`src/rtl/uart_word_streamer.sv`:
```
// Unpacks 32-bit capture-RAM words into bytes (LSB first) for the UART byte transmitter.
// A frame of WORD_COUNT words is started and aborted from active-low pushbuttons.
module uart_word_streamer #(
    parameter int ADDR_W     = 12,
    parameter int WORD_COUNT = 768
) (
    input  logic              CLOCK_50,
    input  logic              RESET_N,
    input  logic              START,
    input  logic              STOP,
    output logic [ADDR_W-1:0] RD_ADDR,
    output logic              RD_EN,
    input  logic [31:0]       RD_DATA,
    output logic [7:0]        TX_DATA,
    output logic              TX_START,
    input  logic              TX_BUSY,
    output logic              ACTIVE,
    output logic              DONE
);

    localparam logic [ADDR_W-1:0] LAST_ADDR = ADDR_W'(WORD_COUNT - 1);

    typedef enum logic [2:0] {
        IDLE,
        READ,
        LATCH,
        SEND,
        WAIT_HI,
        WAIT_LO,
        NEXT
    } state_t;

    state_t            state_q, state_d;
    logic [ADDR_W-1:0] addr_q, addr_d;
    logic [1:0]        lane_q, lane_d;
    logic [31:0]       word_q;
    logic              load_word;
    logic [7:0]        tx_data_d;
    logic              tx_start_d;
    logic              rd_en_d;
    logic              active_d;
    logic              done_d;

    // Pushbuttons are asynchronous: two flops each, plus one more on START for edge detection.
    logic [1:0] start_sync;
    logic       start_prev;
    logic [1:0] stop_sync;
    logic       start_edge;
    logic       stop_req;

    always_ff @(posedge CLOCK_50 or negedge RESET_N) begin
        if (!RESET_N) begin
            start_sync <= 2'b11;
            start_prev <= 1'b1;
            stop_sync  <= 2'b11;
        end else begin
            // NOTE: non-blocking assignments let each flop sample the previous stage's old value.
            start_sync <= {start_sync[0], START};
            start_prev <= start_sync[1];
            stop_sync  <= {stop_sync[0], STOP};
        end
    end

    assign start_edge = start_prev & ~start_sync[1];
    assign stop_req   = ~stop_sync[1];

    always_comb begin
        // NOTE: every signal gets a default first so no path through the case infers a latch.
        state_d    = state_q;
        addr_d     = addr_q;
        lane_d     = lane_q;
        load_word  = 1'b0;
        tx_data_d  = TX_DATA;
        tx_start_d = 1'b0;
        rd_en_d    = 1'b0;
        done_d     = 1'b0;

        if (stop_req) begin
            // Abort wins over everything, including a START edge in the same cycle.
            state_d = IDLE;
            addr_d  = '0;
        end else begin
            case (state_q)
                IDLE: begin
                    if (start_edge) begin
                        addr_d  = '0;
                        rd_en_d = 1'b1;
                        state_d = READ;
                    end
                end
                READ: begin
                    state_d = LATCH;
                end
                LATCH: begin
                    load_word = 1'b1;
                    lane_d    = 2'd0;
                    state_d   = SEND;
                end
                SEND: begin
                    if (!TX_BUSY) begin
                        tx_data_d  = word_q[{lane_q, 3'b000} +: 8];
                        tx_start_d = 1'b1;
                        state_d    = WAIT_HI;
                    end
                end
                WAIT_HI: begin
                    if (TX_BUSY) begin
                        state_d = WAIT_LO;
                    end
                end
                WAIT_LO: begin
                    if (!TX_BUSY) begin
                        state_d = NEXT;
                    end
                end
                NEXT: begin
                    if (lane_q != 2'd3) begin
                        lane_d  = lane_q + 2'd1;
                        state_d = SEND;
                    end else if (addr_q == LAST_ADDR) begin
                        done_d  = 1'b1;
                        addr_d  = '0;
                        state_d = IDLE;
                    end else begin
                        addr_d  = addr_q + 1'b1;
                        rd_en_d = 1'b1;
                        state_d = READ;
                    end
                end
                default: begin
                    state_d = IDLE;
                    addr_d  = '0;
                end
            endcase
        end

        active_d = (state_d != IDLE);
    end

    // Outputs are registered from next-state values so they line up with the state they describe.
    always_ff @(posedge CLOCK_50 or negedge RESET_N) begin
        if (!RESET_N) begin
            state_q  <= IDLE;
            addr_q   <= '0;
            lane_q   <= 2'd0;
            TX_DATA  <= 8'h00;
            TX_START <= 1'b0;
            RD_EN    <= 1'b0;
            ACTIVE   <= 1'b0;
            DONE     <= 1'b0;
        end else begin
            state_q  <= state_d;
            addr_q   <= addr_d;
            lane_q   <= lane_d;
            TX_DATA  <= tx_data_d;
            TX_START <= tx_start_d;
            RD_EN    <= rd_en_d;
            ACTIVE   <= active_d;
            DONE     <= done_d;
        end
    end

    // NOTE: the word register has no reset; it is always loaded in LATCH before any byte is taken from it.
    always_ff @(posedge CLOCK_50) begin
        if (load_word) begin
            word_q <= RD_DATA;
        end
    end

    assign RD_ADDR = addr_q;

endmodule
```
`config.mk`:
```
export PLATFORM = sky130hd
export DESIGN_NAME = uart_word_streamer
export DESIGN_NICKNAME = d
export VERILOG_FILES = /design/src/rtl/uart_word_streamer.sv
export SDC_FILE = /design/constraint.sdc
export NUM_CORES = 1
export LEC_CHECK = 0
export CAP_MARGIN = 20
export CORE_MARGIN = 3
export CORE_UTILIZATION = 49
export DETAILED_ROUTE_END_ITERATION = 16
export GPL_ROUTABILITY_DRIVEN = 0
export HOLD_SLACK_MARGIN = 0.08
export PLACE_DENSITY = 0.81
export SLEW_MARGIN = 20
export SYNTH_ARGS = -nofsm -noshare
export SYNTH_HDL_FRONTEND = slang
export SYNTH_SLANG_ARGS = --single-unit
```
`constraint.sdc`:
```
create_clock -name CLOCK_50 -period 3 [get_ports CLOCK_50]
set_input_delay 0.45 -clock CLOCK_50 [delete_from_list [all_inputs] [get_ports CLOCK_50]]
set_output_delay 0.45 -clock CLOCK_50 [all_outputs]
set_load 0.005 [all_outputs]
```
==> out/metrics.json <==
{
  "average_detailed_routed_wire_length_per_instance": {"value": 16.5, "unit": "um"},
  "maxCapViolations": {"value": 0},
  "critical_path.max_fanout": {"value": 12},
  "dr.first_iter.drc_count": {"value": 97},
  "data_required_time_of_the_critical_path": {"value": 3.25, "unit": "ns"},
  "number_of_clock_sinks_seen_by_cts": {"value": 66},
  "largest_net_degree_at_the_start_of_global_routing": {"value": 35},
  "rsz0062_at_grt": {"value": "no"},
  "synth_seq_cells": {"value": 66},
  "timing.final.crit_share": {"value": 75.4, "unit": "%"},
  "multi_input_comb_area": {"value": 967, "unit": "um^2"},
  "die-area": {"value": 0.00674, "unit": "mm^2"},
  "insertedDiodeCount": {"value": 0},
  "dpl.cell_count": {"value": 321},
  "fp-row-count": {"value": 27},
  "grt_pass1_vias": {"value": 1909},
  "clkTransAtPathRegs": {"value": 0.07, "unit": "ns"},
  "startpoint_type": {"value": "flop"},
  "final_area": {"value": 0.00366, "unit": "mm^2"},
  "report.final.setup_viol": {"value": 0},
  "num-nets-final": {"value": 299},
  "setup_slack": {"value": 0.739, "unit": "ns"},
  "slew_viols_final": {"value": 0},
  "synth_ff_type": {"value": "edfxtp_1"},
  "cts_made_buffers": {"value": 9},
  "path_class": {"value": "flop to flop"},
  "register_area": {"value": 0.00182, "unit": "mm^2"},
  "power_leakage": {"value": 1.36, "unit": "nW"},
  "port_buffers": {"value": 60},
  "utilization_after_layout": {"value": 66.1, "unit": "%"},
  "gr-total-overflow": {"value": 0},
  "fin_tns_setup": {"value": 0, "unit": "ns"},
  "ys_warn_count": {"value": 0},
  "detailedPlace.worstSlack": {"value": 0.724, "unit": "ns"},
  "post_synth_instance_area": {"value": 0.00284, "unit": "mm^2"},
  "mappedNetlistNets": {"value": 235},
  "synth_cell_types": {"value": 50},
  "post_layout_nonfiller_instances": {"value": 337},
  "post_cts_setup_buffers": {"value": 0},
  "wirelength": {"value": 5540, "unit": "um"},
  "cts_resized": {"value": 0},
  "syn_area_per_cell": {"value": 14.5, "unit": "um^2"},
  "critical_path_arrival": {"value": 2.51, "unit": "ns"},
  "total_power": {"value": 1.84, "unit": "mW"},
  "achievable-frequency": {"value": 442, "unit": "MHz"},
  "synthTopCellsByArea": {"value": "edfxtp_1 (34%), dfrtp_1 (26%), mux4_2 (6.3%)"},
  "async_flop_share": {"value": 51.5, "unit": "%"},
  "max-clock-path-buffers": {"value": 2},
  "ctsHtreeMaxLevel": {"value": 3},
  "drive_gt1_share": {"value": 18.1, "unit": "%"},
  "hpwl": {"value": 3820, "unit": "um"},
  "track_usage": {"value": 18.6, "unit": "%"},
  "relSlewSlack": {"value": 47.4, "unit": "%"},
  "worst_setup_path_end_kind": {"value": "flop"},
  "synth.yosys.seq_area_share": {"value": 64.1, "unit": "%"},
  "report.final.hold_viol_count": {"value": 0},
  "die_y": {"value": 82.1, "unit": "um"},
  "hold_class": {"value": "input port to asynchronous set/reset pin"},
  "synth_top_area_share": {"value": 33.9, "unit": "%"},
  "cts_hold_buf": {"value": 0},
  "drt_first_pass_iters": {"value": 4},
  "number_of_antenna_violations_at_the_first_check_in_global_routing": {"value": 0},
  "dpl-instance-area": {"value": 0.00350, "unit": "mm^2"},
  "pwr_density_cell": {"value": 502, "unit": "mW/mm^2"},
  "fin_hold_ws": {"value": 0.198, "unit": "ns"},
  "worstSkewPairLatency": {"value": 0.33, "unit": "ns"},
  "netlist_instances": {"value": 196},
  "irDropWorstVdd": {"value": 351, "unit": "uV"},
  "design.portCount": {"value": 61},
  "clock_tree_from_tritoncts": {"value": "built"},
  "placeableCoreArea": {"value": 0.00554, "unit": "mm^2"},
  "yosysTopAreaCell": {"value": "edfxtp_1"},
  "floorplan.initialDensity": {"value": 51.2, "unit": "%"},
  "die_outline_width": {"value": 82.1, "unit": "um"},
  "final_period_minus_worst_setup_slack": {"value": 2.26, "unit": "ns"},
  "syn2layout_area_growth": {"value": 29.1, "unit": "%"},
  "via_per_inst": {"value": 5.62},
  "detail_route.drc_violations": {"value": 0},
  "status": {"value": "complete, no violations"},
  "skew": {"value": 0.00441, "unit": "ns"},
  "filler_cell_count": {"value": 402},
  "cts_root_buf": {"value": "clkbuf_8"},
  "number_of_antenna_violating_nets_in_the_routed_design": {"value": 0},
  "routed-via-count": {"value": 1895},
  "synth_enable_flop_cells": {"value": 32},
  "max_slew.worst_pin.slew": {"value": 0.789, "unit": "ns"},
  "first_pass_grt_wire_length": {"value": 9130, "unit": "um"}
}
==> worst paths after layout <==
check                        startpoint           end  slack (ns)  cells after the start
min in group CLOCK_50      stop_sync[0]  stop_sync[1]        0.36                      0
setup / recovery              lane_q[0]    RD_ADDR[6]        0.74                      5
hold / removal                  RESET_N    RD_ADDR[9]        0.20                      1
max in group asynchronous       RESET_N    RD_ADDR[8]        2.30                      1
setup reg to reg              lane_q[0]    RD_ADDR[6]        0.74                      5
hold reg to reg            stop_sync[0]  stop_sync[1]        0.36                      0
==> area by class of cell <==
| type | instances | area share [%] |
|---|---|---|
| clock buffer | 11 | 3.59 |
| sequential | 66 | 49.6 |
| inverter | 4 | 0.410 |
| clock inverter | 5 | 0.854 |
| multi-input combinational | 117 | 26.4 |
| tap | 72 | 2.46 |
| timing repair buffer | 62 | 16.7 |
==> synthesized netlist by cell type, types with 2 or more instances <==
cell and count:
nor3_1 4, inv_1 4, nor2_1 5, nand3_1 7, and2_1 3, buf_2 5
nand2_1 10, mux2_2 8, clkbuf_1 3, and3_1 3, nand2b_1 5, o21ai_0 8
o221ai_1 2, nand4b_1 2, nor2b_1 4, nor4_1 4, dfrtp_1 29, ha_1 2
mux4_2 8, o21a_1 2, or3_1 2, o31ai_1 6, edfxtp_1 32, a22o_1 7
a21oi_1 2, dfstp_2 5
==> flip-flops by register name (all words and copies together) (netlist names) <==
| signal | cells |
|---|---|
| ACTIVE | 1 |
| start_prev | 1 |
| state_q | 3 |
| TX_DATA | 8 |
| DONE | 1 |
| word_q | 32 |
| RD_ADDR | 12 |
| RD_EN | 1 |
| lane_q | 2 |
| start_sync | 2 |
| stop_sync | 2 |
| TX_START | 1 |
==> logic make-up after synthesis <==
group | after synthesis | share of synthesized area [%]
flip-flops | 66 | 64.1
buffers and inverters | 13 | 1.94
XOR/XNOR | 1 | 0.309
adder cells (fa/ha/maj) | 2 | 0.882
AO/OA/AOI/OAI | 39 | 10.8
multiplexers | 17 | 9.88
AND/OR/NAND/NOR | 58 | 12.2
==> power breakdown <==
group	switching, mW	internal (mW)
Sequential	0.0306	1.00
Clock	0.319	0.295
Combinational	0.0673	0.123
==> per-layer routing <==
layer	GRT usage (%)	vias up	part of all wire, %
met5	0	-	0
met2	29.9	54	52
met3	4.23	17	4.4
li1	-	888	-
met1	23.2	936	41
met4	10.6	0	3.1
==> cell usage in the layout, fill, tap and decap left out, drive strengths merged, types with 2 or more instances in the layout <==
cell type / count
nand3: 7
nand4b: 2
mux4: 8
nor2: 5
clkdlybuf4s50: 59
nor4: 5
or3: 3
mux2: 8
nor2b: 4
or2: 2
nand2: 10
and3: 3
clkinv: 2
dfstp: 5
o31ai: 7
ha: 2
clkbuf: 11
o21ai: 9
nor3: 5
o21a: 2
o221ai: 2
inv: 4
and2: 3
a22o: 7
clkinvlp: 3
edfxtp: 32
buf: 3
dfrtp: 29
nand2b: 5
a21oi: 2
==> critical path, cell delays in order, from the launching register on <==
cell      delay, ns
dfrtp_1        0.75
ha_1           0.44
o211ai_1       0.20
o311a_4        0.22
or3_4          0.37
o31ai_2        0.17
No activity file was read; power rests on OpenSTA's default activity.
